`src/rtl/ram_arbiter.sv`:
```
// Two-requester (fetch / load-store) arbiter onto a single RAM command port.
// Round-robin on ties, one outstanding RAM transaction at a time, and
// saturating per-requester stall counters.
module ram_arbiter #(
   parameter int unsigned ADDR_W = 64
) (
   input  logic              clk,
   input  logic              rst,

   input  logic              if_req,
   input  logic [ADDR_W-1:0] if_addr,
   output logic              if_gnt,
   output logic              if_rvalid,
   output logic [31:0]       if_rdata,

   input  logic              mem_req,
   input  logic              mem_we,
   input  logic [ADDR_W-1:0] mem_addr,
   input  logic [63:0]       mem_wdata,
   input  logic [63:0]       mem_wmask,
   output logic              mem_gnt,
   output logic              mem_rvalid,
   output logic [63:0]       mem_rdata,

   output logic              ram_req,
   output logic              ram_we,
   output logic [ADDR_W-1:0] ram_addr,
   output logic [63:0]       ram_wdata,
   output logic [63:0]       ram_wmask,
   input  logic              ram_ready,
   input  logic              ram_rvalid,
   input  logic [63:0]       ram_rdata,

   output logic [31:0]       if_stall_cnt,
   output logic [31:0]       mem_stall_cnt
);

   typedef enum logic [1:0] {
      IDLE,
      CMD,
      RESP
   } state_t;

   state_t            state_q;
   state_t            state_d;

   // owner_q / last_q: 1 = MEM, 0 = IF
   logic              owner_q;
   logic              last_q;
   logic [ADDR_W-1:0] addr_q;
   logic              we_q;
   logic [63:0]       wdata_q;
   logic [63:0]       wmask_q;
   logic              any_gnt;
   logic              resp_done;

   assign any_gnt   = if_gnt | mem_gnt;
   assign resp_done = (state_q == RESP) && ram_rvalid;

   // Arbitration and next-state; grants only in IDLE and never during reset
   always_comb begin
      state_d = state_q;
      if_gnt  = 1'b0;
      mem_gnt = 1'b0;
      case (state_q)
         IDLE: begin
            if (!rst) begin
               if (mem_req && (!if_req || !last_q)) begin
                  mem_gnt = 1'b1;
               end else if (if_req) begin
                  if_gnt = 1'b1;
               end
               if (if_req || mem_req) begin
                  state_d = CMD;
               end
            end
         end
         CMD: begin
            if (ram_ready) begin
               state_d = RESP;
            end
         end
         RESP: begin
            if (ram_rvalid) begin
               state_d = IDLE;
            end
         end
         default: state_d = IDLE;
      endcase
   end

   // RAM command is presented only while in CMD; write enable/mask only for MEM stores
   always_comb begin
      ram_req   = 1'b0;
      ram_we    = 1'b0;
      ram_addr  = '0;
      ram_wdata = '0;
      ram_wmask = '0;
      if (state_q == CMD) begin
         ram_req   = 1'b1;
         ram_we    = owner_q & we_q;
         ram_addr  = addr_q;
         ram_wdata = wdata_q;
         ram_wmask = (owner_q & we_q) ? wmask_q : '0;
      end
   end

   // State register, grant-time capture of the winning request, response registers
   always_ff @(posedge clk) begin
      if (rst) begin
         state_q    <= IDLE;
         owner_q    <= 1'b0;
         last_q     <= 1'b0;
         addr_q     <= '0;
         we_q       <= 1'b0;
         wdata_q    <= '0;
         wmask_q    <= '0;
         if_rvalid  <= 1'b0;
         if_rdata   <= '0;
         mem_rvalid <= 1'b0;
         mem_rdata  <= '0;
      end else begin
         state_q    <= state_d;
         if_rvalid  <= 1'b0;
         mem_rvalid <= 1'b0;
         if (any_gnt) begin
            owner_q <= mem_gnt;
            last_q  <= mem_gnt;
            addr_q  <= mem_gnt ? mem_addr : if_addr;
            we_q    <= mem_gnt & mem_we;
            wdata_q <= mem_gnt ? mem_wdata : '0;
            wmask_q <= mem_gnt ? mem_wmask : '0;
         end
         if (resp_done) begin
            if (owner_q) begin
               mem_rvalid <= 1'b1;
               mem_rdata  <= we_q ? '0 : ram_rdata;
            end else begin
               if_rvalid <= 1'b1;
               if_rdata  <= addr_q[2] ? ram_rdata[63:32] : ram_rdata[31:0];
            end
         end
      end
   end

   // Saturating count of cycles each requester waited without a grant
   always_ff @(posedge clk) begin
      if (rst) begin
         if_stall_cnt  <= '0;
         mem_stall_cnt <= '0;
      end else begin
         if (if_req && !if_gnt && (if_stall_cnt != '1)) begin
            if_stall_cnt <= if_stall_cnt + 32'd1;
         end
         if (mem_req && !mem_gnt && (mem_stall_cnt != '1)) begin
            mem_stall_cnt <= mem_stall_cnt + 32'd1;
         end
      end
   end

endmodule

```
`config.mk`:
```
export PLATFORM = sky130hd
export DESIGN_NAME = ram_arbiter
export DESIGN_NICKNAME = d
export VERILOG_FILES = /design/src/rtl/ram_arbiter.sv
export SDC_FILE = /design/constraint.sdc
export NUM_CORES = 1
export LEC_CHECK = 0
export CAP_MARGIN = 0
export CORE_AREA = 4 4 261 263
export CTS_CLUSTER_SIZE = 25
export DETAILED_ROUTE_END_ITERATION = 8
export DIE_AREA = 0 0 265 267
export SETUP_SLACK_MARGIN = 0.3
export SLEW_MARGIN = 20
export SYNTH_ARGS = -nofsm -noshare
export SYNTH_HDL_FRONTEND = slang
export SYNTH_SLANG_ARGS = --single-unit
export TNS_END_PERCENT = 20
```
`constraint.sdc`:
```
create_clock -name clk -period 6.8 [get_ports clk]
set_clock_uncertainty 0.2 [all_clocks]
set_input_delay 0.68 -clock clk [delete_from_list [all_inputs] [get_ports clk]]
set_output_delay 0.68 -clock clk [all_outputs]
set_load 0.02 [all_outputs]
```
# After elaboration in Yosys (flattened, before gate mapping)

Cells that the tools add are included.

Reductions and logical operators: 17
Add/subtract/negate cells: 2
Muxes and demuxes: 24
Equal/unequal tests: 7
Bitwise logic cells: 5

Operators by type and width:

| operator                                                        | count |
|---|---|
| 64-bit two-way mux                                              | 8 |
| 32-bit by 1-bit adder with 32-bit output, second input constant | 2 |
| 32-bit inequality test, second input constant                   | 2 |
| 32-bit two-way mux                                              | 1 |
| 1-bit two-way mux                                               | 11 |
| 1-bit logical AND                                               | 6 |
| 2-bit two-way mux                                               | 3 |
| 2-bit inequality test, second input constant                    | 3 |
| 2-bit case mux with 3 select lines                              | 1 |
| 1-bit logical NOT                                               | 4 |
| 2-bit AND reduction                                             | 2 |
| 3-bit AND reduction                                             | 1 |
| 1-bit bitwise AND                                               | 2 |
| 2-bit by 1-bit == test with 1-bit output, second input constant | 1 |
| 2-bit == test, second input constant                            | 1 |
| 2-bit logical NOT                                               | 1 |
| 1-bit logical OR                                                | 2 |
| 1-bit inverter                                                  | 2 |
| 2-bit OR reduction                                              | 1 |
| 1-bit OR                                                        | 1 |

Logic and storage cells: 67
Bits of input ports: 327
Output and inout bits: 358
Register bits after elaboration: 358

# Depth between registers and ports, before layout

Gate-level depths: netlist of run 1.

Depth after elaboration: 9
Gate-level depth with buffers: 9

# Worst setup path before layout of run 1

OpenSTA, ideal clock, no wires.

Kind: input -> output
From: input rst
To: output mem_gnt
Stages: 7
Setup slack: 3919 ps
Data required time: 5920 ps
Arrival: 2001 ps
Cells stage by stage: clkbuf_8 -> nor3_2 -> and3_1 -> buf_2 -> buf_4 -> buf_2 -> buf_2

Cells in the longest elaborated chain, start to end: 2

RTL lines:

| element           | RTL line | text |
|---|---|---|
| start, declared   | 8        | `input logic rst,` |
| 1-bit two-way mux | 67       | `if (!rst) begin` |
| 1-bit two-way mux | 65       | `case (state_q)` |
| end, declared     | 21       | `output logic mem_gnt,` |

No other way between the ends.

# Worst setup path in the final report of run 1

From: register state_q[0]
To: output ram_wmask[46]

Cells in the longest elaborated chain, start to end: 2

RTL lines:

| element                                  | RTL line | text |
|---|---|---|
| start, declared                          | 44       | `state_t state_q;` |
| start signal, assigned                   | 123      | `state_q <= state_d;` |
| 2-bit by 1-bit == test with 1-bit output | 99       | `if (state_q == CMD) begin` |
| 64-bit two-way mux                       | 99       |  |
| end, declared                            | 29       | `output logic [63:0] ram_wmask,` |

No other way between the ends.

==> results of run 1 <==
-- sequential cells by signal (all words and copies together), names as in the netlist --
| register | flops |
|---|---|
| if_rdata | 32 |
| if_stall_cnt | 32 |
| mem_rdata | 64 |
| state_q | 2 |
| last_q | 1 |
| addr_q | 64 |
| wdata_q | 64 |
| we_q | 1 |
| if_rvalid | 1 |
| mem_stall_cnt | 32 |
| wmask_q | 64 |
| mem_rvalid | 1 |
-- cell families (layout without fill, tap and decap cells) --
logic type	after synthesis	in the layout	share of synthesized area, %
XOR/XNOR	8	8	0.4541
buffers and inverters	157	787	4.168
AND/OR/NAND/NOR	681	681	23.25
multiplexers	103	103	6.746
other	0	7	0
flip-flops	358	358	46.44
adder cells (fa/ha/maj)	2	2	0.1621
AO/OA/AOI/OAI	404	404	18.78
-- worst paths after layout --
path	startpoint	end	slack, ns	depth (start not counted)
max	state_q[0]	ram_wmask[46]	2.23	5
min	addr_q[45]	addr_q[45]	0.28	2
max reg2reg	state_q[1]	addr_q[19]	3.52	6
min reg2reg	addr_q[45]	addr_q[45]	0.28	2
-- through the flow --
stage / std cells / instance area, um^2 / util (%) / power [mW]
6_report: 3214 / 24400 / 37.18 / 5.263
5_1_grt: 3213 / 24400 / 37.17 / 5.485
3_5_place_dp: 3130 / 22970 / 35.00 / 3.004
4_1_cts: 3206 / 24370 / 37.14 / 5.347
3_3_place_gp: 3130 / 22970 / 35.00 / 2.991
2_1_floorplan: 1713 / 15430 / - / 2.624
-- area by class of cell --
| cell class | instances | area (um^2) | area share, % |
|---|---|---|---|
| Multi-Input combinational cell | 1198 | 7690 | 31.52 |
| Inverter | 11 | 41.29 | 0.1692 |
| Tap cell | 864 | 1081 | 4.431 |
| Clock buffer | 67 | 1299 | 5.323 |
| Sequential cell | 358 | 7168 | 29.38 |
| Antenna cell | 7 | 17.52 | 0.07179 |
| Timing Repair Buffer | 700 | 6997 | 28.68 |
| Clock inverter | 9 | 106.4 | 0.4359 |
-- power by group through the flow --
stage	registers [mW]	clock network [mW]	logic [mW]
CTS	2.21	2.39	0.751
finish	2.21	2.31	0.743
detailed placement	2.26	0	0.749
floorplan	2.25	0	0.371
global route	2.22	2.47	0.800
global placement	2.25	0	0.738
-- worst max-delay path, cell delays in order (launching register included) --
cell	delay [ns]
dfxtp_1	0.40
inv_1	0.11
nor2_4	0.68
and3_2	0.96
and2_1	0.25
clkdlybuf4s50_1	0.64
-- per-layer routing --
layer	share of wire [%]	up-vias	global-route usage, %
li1	-	7321	-
met4	3.5	2	6.311
met3	7.4	117	5.052
met2	50	576	28.77
met1	39	7374	18.62
met5	0.021	-	0
-- cell usage in the layout (no fill, tap or decap), drive strengths merged, types with 5 or more instances in the layout --
cell	synthesis	routed
and4	10	10
and2	197	197
nor3	8	8
dfxtp	358	358
mux2	5	5
or3	30	30
nor3b	33	33
clkinv	0	5
a22oi	130	130
nor2	284	284
a211oi	32	32
nand4	23	23
nand3	21	21
and3	6	6
or4	20	20
buf	30	17
diode	0	7
o21ai	33	33
a2bb2oi	64	64
a21oi	80	80
nand2	34	34
clkdlybuf4s50	0	683
o31ai	18	18
mux2i	98	98
nor2b	6	6
a22o	31	31
inv	11	13
xnor2	5	5
clkbuf	116	67
==> metrics.md, run 1 <==
| Metric | Value |
|---|---|
| Total Routing Usage GR | `16.36%` |
| Syn Inst Count | `1713` |
| CP Data Arrival Time | `3.69 ns` |
| Worst-Margin Slew | `1.127 ns` |
| Grt total ovfl | `0` |
| Wire per inst | `19.42 um` |
| Max-slew headroom | `24.84%` |
| Pwr Density | `215.7 mW/mm^2` |
| Async set-reset flop share out of synthesis | `0%` |
| CTS tree | `yes` |
| Core Area | `0.06563 mm^2` |
| Hold Path Class | `reg2reg` |
| FP Rows | `94` |
| Pre-Repair DR Iteration Count | `5` |
| H-tree levels | `2` |
| CTS buffer count | `43` |
| Max Fanout on Critical Path | `65` |
| Kind of critical path | `reg2out` |
| Post-Place Worst Slack | `2.735 ns` |
| Initial Utilization | `23.51%` |
| Crit end category | `primary output` |
| Max Fclk | `218.9 MHz` |
| Clk slew on worst S/H paths | `0.06 ns` |
| Drt total wl | `62.41 mm` |
| Slew Viols, Final | `0` |
| Die H | `267 um` |
| Worst vdd ir | `150.8 uV` |
| Cts hold-fix bufs | `0` |
| Post-route DRC | `0` |
| Maximum buffer depth of the clock tree | `3` |
| Share of cells above drive strength 1 | `4.780%` |
| Min Tclk post-route | `4.568 ns` |
| Postcts setup bufs | `0` |
| DIE WIDTH | `265 um` |
| Post-layout net count | `2641` |
| Vias/cell | `4.788` |
| Total die area | `0.07076 mm^2` |
| Routed via count | `15390` |
| Hold Vio Cnt, Final | `0` |
| Pint | `3.925 mW` |
| Top_reg_cell synth | `dfxtp_1` |
| Commonest cells in the synthesized netlist | `dfxtp_1, nor2_1, and2_1, a22oi_1, clkbuf_1` |
| Post-CTS resize count | `0` |
| Fin Hold WS | `0.2771 ns` |
| Status | `finished, final reports clean` |
| Routability Congestion | `0.8214` |
| Post-synth cell types | `58` |
| Worst Path Required | `5.92 ns` |
| Post-DRT Antenna Nets | `0` |
| Most frequent cell after synthesis | `dfxtp_1` |
| Clk_lat worst skew | `0.56 ns` |
| Net Sw Power | `1.338 mW` |
| Synth warn | `0` |
| Initial antenna violation count | `8` |
| Cell area after synthesis | `0.01543 mm^2` |
| RSZ-0062 raised after global routing | `no` |
| Pleak | `8.479 nW` |
| Final Cycle Share | `67.18%` |
| Post-synth EDFFs | `0` |
| Final setup violation count | `0` |
| Layout area overhead | `58.12%` |
| Syn_nets | `2042` |
| Post-synth top area share | `46.44%` |
| First-pass GRT wire length | `91.71 mm` |
| Hpwl dp | `44.34 mm` |
| Clock share of power | `43.9%` |
| Synth Register Bits | `358` |
| Sequential power share | `42.0%` |
| Sequential area share after synthesis | `46.44%` |
| Syn Area/Cell | `9.008 um^2` |
| Power share of the combinational group | `14.1%` |
| Largest net degree at the start of global routing | `157` |
| IO Pins | `685` |
| Worst setup margin | `2.232 ns` |
| Sw Share | `25.42%` |
| Fin Setup TNS | `0 ns` |
| Synth area leaders | `dfxtp_1, and2_1, nor2_1` |
| I/O Buffers | `684` |
| Fillers | `6591` |
| CP startpoint kind | `flip-flop` |
| Vias in the first global route | `15346` |
| Area leader, netlist | `dfxtp_1` |
| Clk sink count | `358` |
| Iter 0 DRT Violations | `802` |
| CTS Root Cell | `clkbuf_16` |
| Max-Cap Viols | `0` |
Note: power is estimated with default switching activity, not from simulation.
==> run 2: changes to the inputs <==
==> constraint.sdc (replaced) <==
create_clock -name clk -period 4 [get_ports clk]
set_clock_uncertainty 0.2 [all_clocks]
set_input_delay 0.4 -clock clk [delete_from_list [all_inputs] [get_ports clk]]
set_output_delay 0.4 -clock clk [all_outputs]
set_load 0.02 [all_outputs]
==> run 2 against run 1 <==
Compared with the run above:
- first-iteration DRC count decreased by 2.9%
- power increased by 73%
- critical path type unchanged
- clock power increased by 77%
- non-clock buffer count increased by 10
- clock-buffer cell count decreased by 3
- hold slack got worse by 0.0094 ns
- cell area increased by 0.89%
- flip-flop and latch count unchanged
- global-route usage decreased by 0.13 points
==> metrics.md, run 2 (synthesis gave the netlist of run 1 again) <==
| Metric | Value |
|---|---|
| Net Sw Power | `2.294 mW (was 1.338 mW)` |
| FP Rows | `94 (unchanged)` |
| Grt total ovfl | `0 (unchanged)` |
| First-pass GRT wire length | `91.56 mm (was 91.71 mm)` |
| Initial Utilization | `23.51% (unchanged)` |
| Power share of the combinational group | `14.0% (was 14.1%)` |
| Max-Cap Viols | `0 (unchanged)` |
| Die H | `267 um (unchanged)` |
| Pint | `6.824 mW (was 3.925 mW)` |
| Routed via count | `15253 (was 15390)` |
| Total Routing Usage GR | `16.23% (was 16.36%)` |
| Post-route DRC | `0 (unchanged)` |
| HP Start | `ram_rdata[55] (was addr_q[45])` |
| Commonest non-fill, non-tap cell in the layout | `clkdlybuf4s50_1 (unchanged)` |
| Clock share of power | `44.7% (was 43.9%)` |
| Most frequent cells in the layout | `clkdlybuf4s50_1, dfxtp_1, nor2_1 (unchanged)` |
| Hpwl dp | `44.66 mm (was 44.34 mm)` |
| Pwr Density | `370.4 mW/mm^2 (was 215.7 mW/mm^2)` |
| Fillers | `6514 (was 6591)` |
| Iter 0 DRT Violations | `779 (was 802)` |
| Reg2Reg Launch Point | `if_stall_cnt[2] (was state_q[1])` |
| Vias in the first global route | `15261 (was 15346)` |
| Setup slack, reg-to-reg | `1.14 ns (was 3.52 ns)` |
| Layout area overhead | `59.52% (was 58.12%)` |
| Worst Hold Path EP | `mem_rdata[55] (was addr_q[45])` |
| Total die area | `0.07076 mm^2 (unchanged)` |
| Kind of critical path | `reg2out (unchanged)` |
| Worst Path Required | `3.40 ns (was 5.92 ns)` |
| CP Data Arrival Time | `2.87 ns (was 3.69 ns)` |
| Share of cells above drive strength 1 | `5.563% (was 4.780%)` |
| Pleak | `8.592 nW (was 8.479 nW)` |
| CTS buffer count | `43 (unchanged)` |
| Sequential power share | `41.2% (was 42.0%)` |
| Vias/cell | `4.735 (was 4.788)` |
| Clk_lat worst skew | `0.57 ns (was 0.56 ns)` |
| Post-CTS resize count | `0 (unchanged)` |
| Sw Share | `25.16% (was 25.42%)` |
| Critical-path cell with the highest stage delay | `clkdlybuf4s50_1 (was and3_2)` |
| Critical path origin | `state_q[0] (unchanged)` |
| Hold Vio Cnt, Final | `0 (unchanged)` |
| CP startpoint kind | `flip-flop (unchanged)` |
| Fin Setup TNS | `0 ns (unchanged)` |
| Min Tclk post-route | `3.471 ns` |
| Multi-input logic area | `0.007690 mm^2 (unchanged)` |
| DIE WIDTH | `265 um (unchanged)` |
| IO Pins | `685 (unchanged)` |
| Initial antenna violation count | `4 (was 8)` |
| Crit end category | `primary output (unchanged)` |
| Clk sink count | `358 (unchanged)` |
| RSZ-0062 raised after global routing | `no (unchanged)` |
| Drt total wl | `61.25 mm (was 62.41 mm)` |
| Post-layout util | `37.51% (was 37.18%)` |
| Maximum buffer depth of the clock tree | `3 (unchanged)` |
| CTS Root Cell | `clkbuf_16 (unchanged)` |
| FF+latch area | `0.007168 mm^2 (unchanged)` |
| Status | `finished, final reports clean (unchanged)` |
| Crit-path cells | `inv_1 > nor2_4 > buf_12 > and2_1 > clkdlybuf4s50_1 (was inv_1 > nor2_4 > and3_2 > and2_1 > clkdlybuf4s50_1)` |
| Hold Path Class | `in2reg (was reg2reg)` |
| Postcts setup bufs | `0 (unchanged)` |
| Largest net degree at the start of global routing | `190 (was 157)` |
| Post-DRT Antenna Nets | `0 (unchanged)` |
| Post-layout net count | `2651 (was 2641)` |
| Critical Path Max Stage Delay | `0.68 ns (was 0.96 ns)` |
| Clk slew on worst S/H paths | `0.06 ns (about the same)` |
| Final Cycle Share | `86.79%` |
| Worst vdd ir | `272.4 uV (was 150.8 uV)` |
| Routability Congestion | `0.8360 (was 0.8214)` |
| Core Area | `0.06563 mm^2 (unchanged)` |
| Max Fanout on Critical Path | `130 (was 65)` |
| Slew Viols, Final | `0 (unchanged)` |
| I/O Buffers | `684 (unchanged)` |
| H-tree levels | `2 (unchanged)` |
| Max Fclk | `288.1 MHz` |
| Worst Hold Depth | `2 (unchanged)` |
| Wire per inst | `19.02 um (was 19.42 um)` |
| R2R depth | `5 (was 6)` |
| Worst-Margin Slew | `1.147 ns (was 1.127 ns)` |
| Reg2reg end | `if_stall_cnt[13] (was addr_q[19])` |
| Max-slew headroom | `23.54% (was 24.84%)` |
| Pre-Repair DR Iteration Count | `5 (unchanged)` |
| CTS tree | `yes (unchanged)` |
| Final setup violation count | `0 (unchanged)` |
| Cts hold-fix bufs | `1 (was 0)` |
==> run 2: changes by cell type in the layout (fill, tap and decap cells not counted), moves of 2 or more <==
cell,before,now
clkinv_2,4,6
buf_12,2,7
diode_2,7,2
clkinvlp_4,0,3
clkbuf_1,13,5
buf_4,14,18
clkbuf_8,9,15
==> run 2: worst max-delay path, delay by kind of cell (launching register included) <==
family / cells / cell delay, ns
AND/OR/NAND/NOR: 2 / 0.57
flip-flops: 1 / 0.41
buffers and inverters: 3 / 1.11
==> run 2: layout make-up <==
| class | count | area share (%) |
|---|---|---|
| clock inverters | 14 | 0.6811 |
| well taps | 864 | 4.392 |
| repair buffers | 710 | 28.99 |
| diodes | 2 | 0.02033 |
| inverters | 11 | 0.1677 |
| multi-input cells | 1198 | 31.24 |
| clock buffers | 64 | 5.388 |
| flip-flops and latches | 358 | 29.12 |
==> run 2: how the worst max path moves through the flow <==
stage               depth (start not counted)                end  slack (ns)
detailed placement                          6   if_stall_cnt[22]        0.92
global route                                5       ram_addr[63]        0.39
global placement                            6  mem_stall_cnt[31]        0.96
finish                                      5       ram_addr[63]        0.53
floorplan                                   6   if_stall_cnt[13]        1.58
CTS                                         5       ram_addr[63]        0.47
==> run 2: power by group through the flow <==
stage	registers [mW]	logic, mW	clock network, mW
6_report	3.76	1.28	4.08
5_1_grt	3.77	1.39	4.34
3_3_place_gp	3.83	1.29	0
4_1_cts	3.76	1.30	4.21
3_5_place_dp	3.83	1.30	0
2_1_floorplan	3.83	0.631	0
==> run 2: through the flow <==
| step | setup WS (ns) | total power [mW] | hold slack (ns) | cell area [um^2] | std cells |
|---|---|---|---|---|---|
| after floorplan | 1.582 | 4.460 | 0.2507 | 15430 | 1713 |
| after global placement | 0.9578 | 5.114 | 0.2573 | 23100 | 3139 |
| after detailed placement | 0.9150 | 5.130 | 0.2534 | 23100 | 3139 |
| after CTS | 0.4685 | 9.270 | 0.2233 | 24600 | 3218 |
| after global routing | 0.3922 | 9.493 | 0.2427 | 24620 | 3221 |
| final | 0.5286 | 9.118 | 0.2678 | 24620 | 3221 |
==> run 2: metal layers <==
layer,track usage [%],part of all wire (%),up-vias
li1,-,-,7330
met2,28.56,50,567
met5,0,0,-
met4,5.882,3.6,0
met1,18.99,39,7249
met3,4.379,7.2,107
==> run 3: changes to the inputs <==
--- a/config.mk
+++ b/config.mk
@@ -6,11 +6,13 @@
 export NUM_CORES = 1
 export LEC_CHECK = 0
 export CAP_MARGIN = 0
+export CELL_PAD_IN_SITES_DETAIL_PLACEMENT = 1
+export CELL_PAD_IN_SITES_GLOBAL_PLACEMENT = 1
 export CORE_AREA = 4 4 261 263
 export CTS_CLUSTER_SIZE = 25
 export DETAILED_ROUTE_END_ITERATION = 8
 export DIE_AREA = 0 0 265 267
-export SETUP_SLACK_MARGIN = 0.3
+export PLACE_DENSITY_LB_ADDON = 0.1
 export SLEW_MARGIN = 20
 export SYNTH_ARGS = -nofsm -noshare
 export SYNTH_HDL_FRONTEND = slang
==> constraint.sdc (replaced) <==
create_clock -name clk -period 3.94 [get_ports clk]
set_clock_uncertainty 0.2 [all_clocks]
set_input_delay 0.394 -clock clk [delete_from_list [all_inputs] [get_ports clk]]
set_output_delay 0.394 -clock clk [all_outputs]
set_load 0.02 [all_outputs]
==> run 3 against run 2 <==
Compared with the run above:
- hold slack got worse by 0.021 ns
- highest routed layer is now met5
- routed wire length up 19%
- core utilization about the same
- setup slack worse by 0.031 ns
- register-to-register slack worse by 0.02 ns
- non-clock buffer count down 3
- die area did not move
- global-route usage rose by 3.2 points
- flip-flop and latch count stayed put
- critical path type unchanged
==> metrics.md, run 3 (synthesis gave the netlist of run 1 again) <==
| Metric | Value |
|---|---|
| Worst-Margin Slew | `1.124 ns (was 1.147 ns)` |
| DR WL met3 | `5.487 mm (was 4.413 mm)` |
| Maximum buffer depth of the clock tree | `3 (unchanged)` |
| Pleak | `8.587 nW (was 8.592 nW)` |
| Placed instance area | `0.02309 mm^2 (was 0.02310 mm^2)` |
| DIE WIDTH | `265 um (unchanged)` |
| Core Area | `0.06563 mm^2 (unchanged)` |
| Clk slew on worst S/H paths | `0.05 ns (was 0.06 ns)` |
| Final setup violation count | `0 (unchanged)` |
| Max-Cap Viols | `0 (unchanged)` |
| Net Sw Power | `2.406 mW (was 2.294 mW)` |
| Initial antenna violation count | `24 (was 4)` |
| Total Routing Usage GR | `19.45% (was 16.23%)` |
| Drt total wl | `72.72 mm (was 61.25 mm)` |
| Crit end category | `primary output (unchanged)` |
| CTS Root Cell | `clkbuf_16 (unchanged)` |
| Total die area | `0.07076 mm^2 (unchanged)` |
| Hpwl dp | `53.26 mm (was 44.66 mm)` |
| CP Data Arrival Time | `2.85 ns (was 2.87 ns)` |
| Post-route DRC | `0 (unchanged)` |
| Hold Vio Cnt, Final | `0 (unchanged)` |
| Most frequent cells in the layout | `clkdlybuf4s50_1, dfxtp_1, nor2_1 (unchanged)` |
| Clk_lat worst skew | `0.57 ns (about the same)` |
| Largest net degree at the start of global routing | `158 (was 190)` |
| Pwr Density | `379.4 mW/mm^2 (was 370.4 mW/mm^2)` |
| Worst Hold Depth | `2 (unchanged)` |
| Iter 0 DRT Violations | `663 (was 779)` |
| Pre-Repair DR Iteration Count | `4 (was 5)` |
| Worst Path Required | `3.35 ns (was 3.40 ns)` |
| Sw Share | `25.73% (was 25.16%)` |
| Max Fclk | `290.5 MHz` |
| Post-layout net count | `2651 (unchanged)` |
| Postcts setup bufs | `0 (unchanged)` |
| Commonest non-fill, non-tap cell in the layout | `clkdlybuf4s50_1 (unchanged)` |
| Share of cells above drive strength 1 | `5.232% (was 5.563%)` |
| CTS buffer count | `46 (was 43)` |
| Cts hold-fix bufs | `1 (unchanged)` |
| Vias in the first global route | `16195 (was 15261)` |
| Routability Congestion | `0.7890 (was 0.8360)` |
| Layout area overhead | `59.71% (was 59.52%)` |
| Pint | `6.945 mW (was 6.824 mW)` |
| Max-slew headroom | `25.07% (was 23.54%)` |
| Max Fanout on Critical Path | `26 (was 130)` |
| Final Cycle Share | `87.38%` |
| Wire per inst | `22.51 um (was 19.02 um)` |
| Worst setup margin | `0.4971 ns (was 0.5286 ns)` |
| Initial Utilization | `23.51% (unchanged)` |
| H-tree levels | `2 (unchanged)` |
| Clock share of power | `45.0% (was 44.7%)` |
| IO Pins | `685 (unchanged)` |
| Grt total ovfl | `0 (unchanged)` |
| Post-layout util | `37.55% (was 37.51%)` |
| Post-Place Worst Slack | `0.7845 ns (was 0.9150 ns)` |
| Routed via count | `15346 (was 15253)` |
| Kind of critical path | `reg2out (unchanged)` |
| Fin Setup TNS | `0 ns (unchanged)` |
| CTS tree | `yes (unchanged)` |
| Min Tclk post-route | `3.443 ns` |
| WL met1 | `27.80 mm (was 24.12 mm)` |
| Power share of the combinational group | `14.3% (was 14.0%)` |
| R2R depth | `5 (unchanged)` |
| I/O Buffers | `684 (unchanged)` |
| Slew Viols, Final | `0 (unchanged)` |
| CP startpoint kind | `flip-flop (unchanged)` |
| Final instance area | `0.02464 mm^2 (was 0.02462 mm^2)` |
| Worst vdd ir | `286.2 uV (was 272.4 uV)` |
| Post-CTS resize count | `0 (unchanged)` |
| RSZ-0062 raised after global routing | `no (unchanged)` |
| Clk sink count | `358 (unchanged)` |
| Routed wire length on met2 | `37.67 mm (was 30.52 mm)` |
| FP Rows | `94 (unchanged)` |
| Post-DRT Antenna Nets | `0 (unchanged)` |
| Hold Path Class | `in2reg (unchanged)` |
| Vias/cell | `4.750 (was 4.735)` |
| Highest routed metal layer | `met5 (was met4)` |
| First-pass GRT wire length | `105.8 mm (was 91.56 mm)` |
| Die H | `267 um (unchanged)` |
| Status | `finished, final reports clean (unchanged)` |
| Setup slack, reg-to-reg | `1.12 ns (was 1.14 ns)` |
| Sequential power share | `40.7% (was 41.2%)` |
run 3: power groups by stage:
stage	Combinational, mW	Clock [mW]	Sequential, mW
floorplan	0.640	0	3.89
global placement	1.34	0	3.88
detailed placement	1.36	0	3.89
CTS	1.36	4.35	3.81
global route	1.44	4.50	3.82
finish	1.34	4.20	3.81
run 3: final timing paths:
| path | endpoint | start |
|---|---|---|
| max | ram_wmask[32] | state_q[0] |
| min | state_q[0] | ram_ready |
| max reg2reg | if_stall_cnt[13] | if_stall_cnt[2] |
| min reg2reg | mem_rdata[49] | mem_rdata[49] |
run 3: per-layer routing:
metal  global-route usage, %  up-vias
li1                        -     7325
met1                   21.14     7510
met2                   35.10      403
met3                   7.384       96
met4                   6.025       12
met5                       0        -
run 3: final cells by class:
cell class              count  area (um^2)
fillers                  7439        40980
clock buffers              74         1480
diodes                     16        40.04
clock inverters             3        17.52
repair buffers            707         7127
inverters                  11        41.29
flip-flops and latches    358         7168
well taps                 864         1081
multi-input cells        1198         7690
run 3: stage by stage:
step,std cells,hold WS (ns),power [mW]
final,3231,0.2469,9.351
after global routing,3227,0.2190,9.764
after CTS,3214,0.2033,9.527
after detailed placement,3136,0.2591,5.244
after global placement,3136,0.2576,5.223
after floorplan,1713,0.2507,4.528
run 3: critical path, stage by stage (launching register included):
cell and delay [ns]:
dfxtp_1 0.42, inv_1 0.12, nor2_4 0.13, and3_2 0.46
buf_4 0.32, and2_1 0.16, clkdlybuf4s50_1 0.64
